==> src/rtl/pipelined_addsub_pkg.sv <==
// Shared helpers for the pipelined adder/subtractor: chunk sizing, the
// legality rule for the WIDTH/STAGES split and the full-adder cell.
package pipelined_addsub_pkg;

    // Bits handled by each pipeline stage.
    function automatic int chunk_width(input int width, input int stages);
        return width / stages;
    endfunction

    // The word must split into equal, non-empty chunks.
    function automatic bit split_is_legal(input int width, input int stages);
        return (stages >= 1) && (stages <= width) && ((width % stages) == 0);
    endfunction

    // One full-adder cell; returns {carry_out, sum}.
    function automatic logic [1:0] full_add(input logic x, input logic y, input logic ci);
        return {(x & y) | (ci & (x ^ y)), x ^ y ^ ci};
    endfunction

endpackage

==> src/rtl/pipelined_addsub_if.sv <==
// Operand/result stream of the pipelined adder/subtractor. The slave side is
// the arithmetic block; the master side feeds operands and drains results.
interface pipelined_addsub_if #(
    parameter int WIDTH = 32
) ();
    logic             in_valid;
    logic             in_ready;
    logic [WIDTH-1:0] a;
    logic [WIDTH-1:0] b;
    logic             sub;
    logic             out_valid;
    logic             out_ready;
    logic [WIDTH-1:0] result;
    logic             cout;
    logic             ovf;
    logic             zero;

    modport slave (
        input  in_valid, a, b, sub, out_ready,
        output in_ready, out_valid, result, cout, ovf, zero
    );

    modport master (
        output in_valid, a, b, sub, out_ready,
        input  in_ready, out_valid, result, cout, ovf, zero
    );
endinterface

==> src/rtl/pipelined_addsub_rca_chunk.sv <==
// Combinational ripple-carry chunk: n full-adder cells in a chain. Besides
// the carry out it exports the carry into its MSB for signed-overflow use.
module pipelined_addsub_rca_chunk
    import pipelined_addsub_pkg::*;
#(
    parameter int n = 8
) (
    input  logic [n-1:0] Num1,
    input  logic [n-1:0] Num2,
    input  logic         Cin,
    output logic [n-1:0] Out,
    output logic         Cout,
    output logic         Cmsb
);
    logic carry;

    // Ripple the carry through the cells, LSB first.
    always_comb begin
        // NOTE: every output gets a default before the loop so no path can
        // leave it unassigned (which would infer a latch).
        Out   = '0;
        Cmsb  = Cin;
        carry = Cin;
        // NOTE: blocking assignments on purpose: carry must ripple from cell
        // to cell within a single evaluation of this block.
        for (int i = 0; i < n; i++) begin
            Cmsb             = carry;
            {carry, Out[i]}  = full_add(Num1[i], Num2[i], carry);
        end
        Cout = carry;
    end
endmodule

==> src/rtl/pipelined_addsub.sv <==
// Pipelined ripple-carry adder/subtractor. Each stage adds one CHUNK of the
// word and forwards its carry; the running word carries finished low chunks
// and still-pending high operand chunks so every beat stays aligned.
module pipelined_addsub
    import pipelined_addsub_pkg::*;
#(
    parameter int WIDTH  = 32,
    parameter int STAGES = 4
) (
    input logic               clk,
    input logic               rst_n,
    pipelined_addsub_if.slave bus
);
    localparam int CHUNK = chunk_width(WIDTH, STAGES);

    if (!split_is_legal(WIDTH, STAGES)) begin : g_illegal_split
        $fatal(1, "pipelined_addsub: WIDTH must be a multiple of STAGES with 1 <= STAGES <= WIDTH");
    end

    // Index 0 is the beat at the input; index k+1 is what stage k registered.
    // acc_s holds A with the low chunks already replaced by result chunks;
    // bp_s holds the not-yet-consumed chunks of B (already inverted for sub).
    logic [WIDTH-1:0] acc_s [STAGES+1];
    logic [WIDTH-1:0] bp_s  [STAGES];
    logic [STAGES:0]  carry_s;
    logic [STAGES:0]  valid_s;
    logic             ovf_q;
    logic             zero_q;
    logic             en;

    // The whole pipeline advances unless a finished result is being held.
    assign en           = !valid_s[STAGES] || bus.out_ready;
    assign bus.in_ready = en;

    assign valid_s[0] = bus.in_valid;
    assign acc_s[0]   = bus.a;
    assign bp_s[0]    = bus.sub ? ~bus.b : bus.b;
    assign carry_s[0] = bus.sub;

    for (genvar k = 0; k < STAGES; k++) begin : g_stage
        logic [CHUNK-1:0] sum;
        logic             c_out;
        logic [WIDTH-1:0] acc_d;
        logic             valid_q;
        logic [WIDTH-1:0] acc_q;
        logic             carry_q;

        // Drop this stage's sum into its chunk of the running word.
        always_comb begin
            acc_d                   = acc_s[k];
            acc_d[k*CHUNK +: CHUNK] = sum;
        end

        // Stage valid: cleared on reset, frozen while the output stalls.
        always_ff @(posedge clk) begin
            if (!rst_n) begin
                valid_q <= 1'b0;
            end else if (en) begin
                valid_q <= valid_s[k];
            end
        end

        assign valid_s[k+1] = valid_q;
        assign acc_s[k+1]   = acc_q;
        assign carry_s[k+1] = carry_q;

        if (k == STAGES - 1) begin : g_last
            logic c_msb;

            pipelined_addsub_rca_chunk #(.n(CHUNK)) u_chunk (
                .Num1 (acc_s[k][k*CHUNK +: CHUNK]),
                .Num2 (bp_s[k][k*CHUNK +: CHUNK]),
                .Cin  (carry_s[k]),
                .Out  (sum),
                .Cout (c_out),
                .Cmsb (c_msb)
            );

            // Output register: result plus flags, all cleared on reset.
            always_ff @(posedge clk) begin
                if (!rst_n) begin
                    acc_q   <= '0;
                    carry_q <= 1'b0;
                    ovf_q   <= 1'b0;
                    zero_q  <= 1'b0;
                end else if (en) begin
                    acc_q   <= acc_d;
                    carry_q <= c_out;
                    ovf_q   <= c_msb ^ c_out;
                    zero_q  <= (acc_d == '0);
                end
            end
        end else begin : g_mid
            logic             c_msb_unused;
            logic [WIDTH-1:0] bp_d;
            logic [WIDTH-1:0] bp_q;

            pipelined_addsub_rca_chunk #(.n(CHUNK)) u_chunk (
                .Num1 (acc_s[k][k*CHUNK +: CHUNK]),
                .Num2 (bp_s[k][k*CHUNK +: CHUNK]),
                .Cin  (carry_s[k]),
                .Out  (sum),
                .Cout (c_out),
                .Cmsb (c_msb_unused)
            );

            // The consumed B chunk is zeroed so only pending chunks are stored.
            always_comb begin
                bp_d                   = bp_s[k];
                bp_d[k*CHUNK +: CHUNK] = '0;
            end

            // Intermediate datapath registers.
            // NOTE: no reset here on purpose: the stage valid bit already
            // discards whatever these hold, so resetting wide data is wasted.
            always_ff @(posedge clk) begin
                if (en) begin
                    acc_q   <= acc_d;
                    carry_q <= c_out;
                    bp_q    <= bp_d;
                end
            end

            assign bp_s[k+1] = bp_q;
        end
    end

    assign bus.out_valid = valid_s[STAGES];
    assign bus.result    = acc_s[STAGES];
    assign bus.cout      = carry_s[STAGES];
    assign bus.ovf       = ovf_q;
    assign bus.zero      = zero_q;
endmodule

==> src/flat_wrapper.sv <==
// flat-port wrapper written by rule: the top's interface ports become plain ports
module pipelined_addsub_flat import pipelined_addsub_pkg::*;
#(
    parameter int WIDTH  = 32,
    parameter int STAGES = 4
)
  (clk, rst_n, bus_in_valid, bus_a, bus_b, bus_sub, bus_out_ready, bus_in_ready, bus_out_valid, bus_result, bus_cout, bus_ovf, bus_zero);
  pipelined_addsub_if #(.WIDTH(WIDTH)) bus_i ();
  input logic clk;
  input logic rst_n;
  input wire logic [$bits(bus_i.in_valid)-1:0] bus_in_valid;
  input wire logic [$bits(bus_i.a)-1:0] bus_a;
  input wire logic [$bits(bus_i.b)-1:0] bus_b;
  input wire logic [$bits(bus_i.sub)-1:0] bus_sub;
  input wire logic [$bits(bus_i.out_ready)-1:0] bus_out_ready;
  output wire logic [$bits(bus_i.in_ready)-1:0] bus_in_ready;
  output wire logic [$bits(bus_i.out_valid)-1:0] bus_out_valid;
  output wire logic [$bits(bus_i.result)-1:0] bus_result;
  output wire logic [$bits(bus_i.cout)-1:0] bus_cout;
  output wire logic [$bits(bus_i.ovf)-1:0] bus_ovf;
  output wire logic [$bits(bus_i.zero)-1:0] bus_zero;
  assign bus_i.in_valid = bus_in_valid;
  assign bus_i.a = bus_a;
  assign bus_i.b = bus_b;
  assign bus_i.sub = bus_sub;
  assign bus_i.out_ready = bus_out_ready;
  assign bus_in_ready = bus_i.in_ready;
  assign bus_out_valid = bus_i.out_valid;
  assign bus_result = bus_i.result;
  assign bus_cout = bus_i.cout;
  assign bus_ovf = bus_i.ovf;
  assign bus_zero = bus_i.zero;
  pipelined_addsub #(.WIDTH(WIDTH), .STAGES(STAGES)) u_core (.clk(clk), .rst_n(rst_n), .bus(bus_i));
endmodule
==> config.mk <==
export PLATFORM = sky130hd
export DESIGN_NAME = pipelined_addsub_flat
export DESIGN_NICKNAME = d
export VERILOG_FILES = /design/src/rtl/pipelined_addsub_pkg.sv /design/src/rtl/pipelined_addsub_if.sv /design/src/rtl/pipelined_addsub_rca_chunk.sv /design/src/rtl/pipelined_addsub.sv /design/src/flat_wrapper.sv
export SDC_FILE = /design/constraint.sdc
export NUM_CORES = 1
export LEC_CHECK = 0
export BUFFER_PORTS_ARGS = -buffer_cell sky130_fd_sc_hd__clkbuf_2
export CAP_MARGIN = 20
export CORE_AREA = 8 8 163 165
export DETAILED_ROUTE_END_ITERATION = 10
export DIE_AREA = 0 0 171 173
export PLACE_DENSITY = 0.56
export SLEW_MARGIN = 15
export SYNTH_ARGS = -nofsm -noshare
export SYNTH_HDL_FRONTEND = slang
export SYNTH_HIERARCHICAL = 1
export SYNTH_SLANG_ARGS = --single-unit
export TNS_END_PERCENT = 100
==> constraint.sdc <==
create_clock -name clk -period 7.25 [get_ports clk]
set_input_delay 0.725 -clock clk [delete_from_list [all_inputs] [get_ports clk]]
set_output_delay 0.725 -clock clk [all_outputs]
set_load 0.1 [all_outputs]
Word level (Yosys, flattened, before mapping) --
Index checks and enable logic that the tools add are counted.
Storage, ports and cells: output and inout port bits 37, bits in registers 186, input bits 69, logic and storage cells 183
Cells by class: bitwise gates (word level) 162, reduce and logical (&&, ||, !) cells 3, mux-type cells 1
Operators with widths (count):
- 1-bit bitwise XOR | 65
- 1-bit AND | 64
- 32-bit logical NOT | 1
- 32-bit two-way mux | 1
- 32-bit inverter | 1
- 1-bit bitwise OR | 32
- 1-bit logical NOT | 1
- 1-bit logical OR | 1

Logic depth before layout (Yosys ltp) --
depth after elaboration 19, gate-level depth with buffers 15, gate-level depth less buffers 15

Hierarchy --
Netlist, hierarchy kept.
Modules (own cells, without submodules):
- pipelined_addsub | cells an instance 362, area each 6279.8 um^2, seq. area each 5195.0 um^2, instances 1
- pipelined_addsub_rca_chunk | cells an instance 18, area each 197.7 um^2, seq. area each 0.0 um^2, instances 4

Worst setup path after synthesis --
Ideal clock, no wire load.
path kind in2reg, start in bus_sub, end reg u_core.g_stage[0].acc_q[7] (data pin), data arrival time 3986 ps, stages 15, setup slack 2995 ps, required time 6981 ps, path buffers 2, cells stage by stage buf_2 > buf_4 > xor2_1 > inv_1 > fa_1 > inv_1 > fa_1 > fa_1 > fa_1 > fa_1 > fa_1 > inv_1 > fa_1 > inv_1 > fa_1
RTL lines:
- from (decl) | RTL line flat_wrapper.sv:14 | input wire logic [$bits(bus_i.sub)-1:0] bus_sub;
- to (signal assigned) | RTL line pipelined_addsub.sv:118 | acc_q <= acc_d;
- to (decl) | RTL line pipelined_addsub.sv:45 | logic [WIDTH-1:0] acc_q;

==> results.yml <==
routing:
  drt-total-wl_mm: 12.43
  route.detailed.vias_per_inst: 3.933
  drc_errors: 0
  avgRoutedWirePerCell_um: 14.10
  route.antenna.remaining_nets: 0
  drc_violation_total_after_the_first_tritonroute_iteration: 205
  drt_first_pass_iters: 4
  dr_total_vias: 3469
pwr:
  power.static_leakage_nw: 3.501
  totalPowerFinal_mw: 2.842
  vdd.ir_drop.worst_mv: 0.1350
  power_density_nw_per_um2: 333.0
yosys:
  synth_simple_gate_area_frac: 0.05503
  synth.top_cell.area_share: 0.6243
  post_synth_mux_area_share: 0
  synthCells: 434
  yosys_register_bits: 186
  synth-compound-area-share: 0.04247
  synth_area_leader_cell: "sky130_fd_sc_hd__edfxtp_1"
  syn-mean-instance-area_um2: 16.29
  synthAdderAreaFrac: 0.09060
  yosys_warnings: 6
  ys_seq_area_frac: 0.7347
  mappedNetlistArea_um2: 7071
  postSynthNetCount: 535
  post_synthesis_share_of_cell_area_spent_on_xor_and_xnor_gates: 0.04088
  synth_cell_types: 24
  synth_top_area_cells: "sky130_fd_sc_hd__edfxtp_1 (62%), sky130_fd_sc_hd__dfxtp_1 (11%), sky130_fd_sc_hd__fa_1 (9.1%), sky130_fd_sc_hd__xor2_1 (4.0%), sky130_fd_sc_hd__nand2_1 (3.9%)"
  synth_top_family_by_area: "adder cells"
grt:
  grt_first_pass_wirelength_mm: 19.93
  grt_overflow_total: 0
  grt_start_max_net_pins: 84
  groute.usage.overall: 0.08917
  grt_pass1_vias: 3794
  grt_antenna_before_repair: 0
die:
  placement_rows: 57
  coreArea_um2: 23960
  dieWidth_um: 171
  ios: 106
  initial_utilization: 0.2951
  fp.dieH_um: 173
  die-area_um2: 29580
flow_run:
  cap_violations: 0
clocking:
  cts-resized-gates: 0
  cts.sink_count: 186
  cts_max_path_buffers: 2
  ctsRootBufferMaster: "sky130_fd_sc_hd__clkbuf_16"
  cts_hold_repair.buffers: 0
  tritoncts_clock_tree: "built"
  cts_buffers: 17
  clkSlewWorstSetupHoldPaths_ps: 70
  cts_setup_buffers: 0
  clkLatencyLatePin_ps: 420
  cts_htree_levels: 4
sta:
  finalCritPeriodShare: 0.5831
  timing.slew.headroom: 0.3511
  fin_ws_ps: 3023
  pins_over_slew_limit: 0
  timing_hold_violations_final: 0
  total_negative_slack_for_setup_checks_ps: 0
  fin_worst_skew_ps: 10.08
  setup_viol: 0
  worst-slew-pin-transition_ps: 973.3
  setup_repair_after_global_routing_missed_its_margin: "false"
  clock.fmax_mhz: 236.6
  finalWorstPathRequiredPeriod_ps: 4227
worst_setup_path:
  critPathMaxStageDelay_ps: 420
  kind_of_critical_path: "in2reg"
  cp_slowest_cell: "sky130_fd_sc_hd__fa_1"
  critical-path-top-cell-by-count: "sky130_fd_sc_hd__fa_1"
  timing.critical_path.from_type: "input port"
  kind_of_cell_adding_the_most_delay_to_the_critical_path: "adder cells"
  worst-path-max-fanout: 20
  crit_path_cell_trace: "clkbuf_2, buf_16, xor2_1, inv_1, fa_1, inv_1, fa_1, fa_1, fa_1, fa_1, fa_1, inv_1, fa_1, inv_1, fa_1"
  crit_required_ps: 7420
  critPathCaptureType: "register"
  worstPathBufferInverterCount: 6
  critPathArrivalTime_ps: 4400
  r2r_setup_slk_ps: 3080
layout:
  n_antenna_cell: 0
  drive_above_1_share: 0.2634
  layout.cells.most_common: "sky130_fd_sc_hd__edfxtp_1"
  final_nets: 646
  number_of_filler_instances_in_the_final_layout: 2347
  mostFrequentLayoutCells: "sky130_fd_sc_hd__edfxtp_1 (147), sky130_fd_sc_hd__clkbuf_2 (105), sky130_fd_sc_hd__nand2_1 (73), sky130_fd_sc_hd__inv_1 (40), sky130_fd_sc_hd__dfxtp_1 (39)"
  flow.area_growth_from_synthesis_pct: 20.70
placement:
  dpl_worst_slack_ps: 2295
  gpl.final_weighted_congestion: 0.7117
  place_hpwl_mm: 8.814
  buffer_ports.inserted: 105
status:
  run_status: "completed"
hold_path:
  min_path_type: "reg2reg"
==> synth_stat cells, drive strengths merged <==
library cell / count
fa: 32
buf: 14
inv: 41
nand2: 73
dfxtp: 39
a21boi: 36
edfxtp: 147
nand3: 3
nand4: 1
nor2b: 1
nor3: 1
nor4: 6
xnor2: 1
nor4b: 1
o211a: 1
o31ai: 1
clkbuf: 2
o21a: 1
xor2: 32
nor2: 1
==> cell type report <==
| cell class | instances | area, um2 | share of cell area |
|---|---|---|---|
| Clock inverter | 15 | 162.7 | 0.01906 |
| Inverter | 41 | 158.9 | 0.01862 |
| Multi-Input combinational cell | 191 | 1619 | 0.1897 |
| Tap cell | 324 | 405.4 | 0.04750 |
| Sequential cell | 186 | 5195 | 0.6087 |
| Clock buffer | 17 | 425.4 | 0.04985 |
| Timing Repair Buffer | 108 | 568.0 | 0.06656 |
==> worst reg2reg max path, cell delays in order, from the launching register on <==
cell and delay [ps]:
sky130_fd_sc_hd__edfxtp_1 360, sky130_fd_sc_hd__inv_1 80, sky130_fd_sc_hd__fa_1 170, sky130_fd_sc_hd__inv_1 50, sky130_fd_sc_hd__fa_1 370, sky130_fd_sc_hd__fa_1 400
sky130_fd_sc_hd__fa_1 400, sky130_fd_sc_hd__fa_1 420, sky130_fd_sc_hd__fa_1 380, sky130_fd_sc_hd__inv_1 80, sky130_fd_sc_hd__fa_1 160, sky130_fd_sc_hd__inv_1 70
sky130_fd_sc_hd__fa_1 480, sky130_fd_sc_hd__nor4_2 290, sky130_fd_sc_hd__nand4_1 130, sky130_fd_sc_hd__o31ai_2 250
==> power by group <==
part	total [mW]	internal [mW]	switching (mW)
registers	1.43	1.35	0.0792
clock network	0.899	0.461	0.438
logic	0.509	0.116	0.394
total	2.84	1.93	0.910
==> per-stage QoR <==
stage                     hold WS [ps]  instance area (um2)  cells  utilization
after global placement           400.8                 7919    849       0.3305
after CTS                        416.6                 8507    881       0.3550
after detailed placement         404.5                 7919    849       0.3305
final                            415.1                 8534    882       0.3562
after floorplan                  400.3                 7071    434            -
after global routing             420.3                 8534    882       0.3562
==> registers in the layout (all words and copies together) (netlist names) <==
register	cells
u_core/bus.result	32
u_core/g_stage.valid_q	3
u_core/bus.out_valid	1
u_core/bus.zero	1
u_core/g_stage.carry_q	3
u_core/bus.cout	1
u_core/g_stage.acc_q	96
u_core/bus.ovf	1
u_core/g_stage.g_mid.bp_q	48
==> kinds of logic after synthesis <==
kind of cell,Yosys count
AOI/OAI and AO/OA,39
xor gates and xnor gates,33
adders and majority gates,32
buffers and inverters,57
DFF,186
and+or+nand+nor,87
==> per-layer routing <==
metal	vias up	part of all wire	track usage
met5	-	0	0
met4	0	0.017	0.03987
met3	13	0.055	0.03257
met2	69	0.53	0.1572
met1	1698	0.40	0.09290
li1	1689	-	-
==> path summary, 6_finish.rpt <==
kind / startpoint / end / cells past startpoint
max reg2reg: u_core/g_stage[2].acc_q[24]$_DFFE_PP_ / u_core/bus.zero$_SDFFE_PN0P_ / 15
min reg2reg: u_core/g_stage[1].g_mid.bp_q[31]$_DFFE_PP_ / u_core/g_stage[2].g_mid.bp_q[31]$_DFFE_PP_ / 0
min: u_core/g_stage[1].g_mid.bp_q[31]$_DFFE_PP_ / u_core/g_stage[2].g_mid.bp_q[31]$_DFFE_PP_ / 0
max: bus_sub / u_core/g_stage[0].acc_q[7]$_DFFE_PP_ / 15
(Power assumes the default switching activity.)
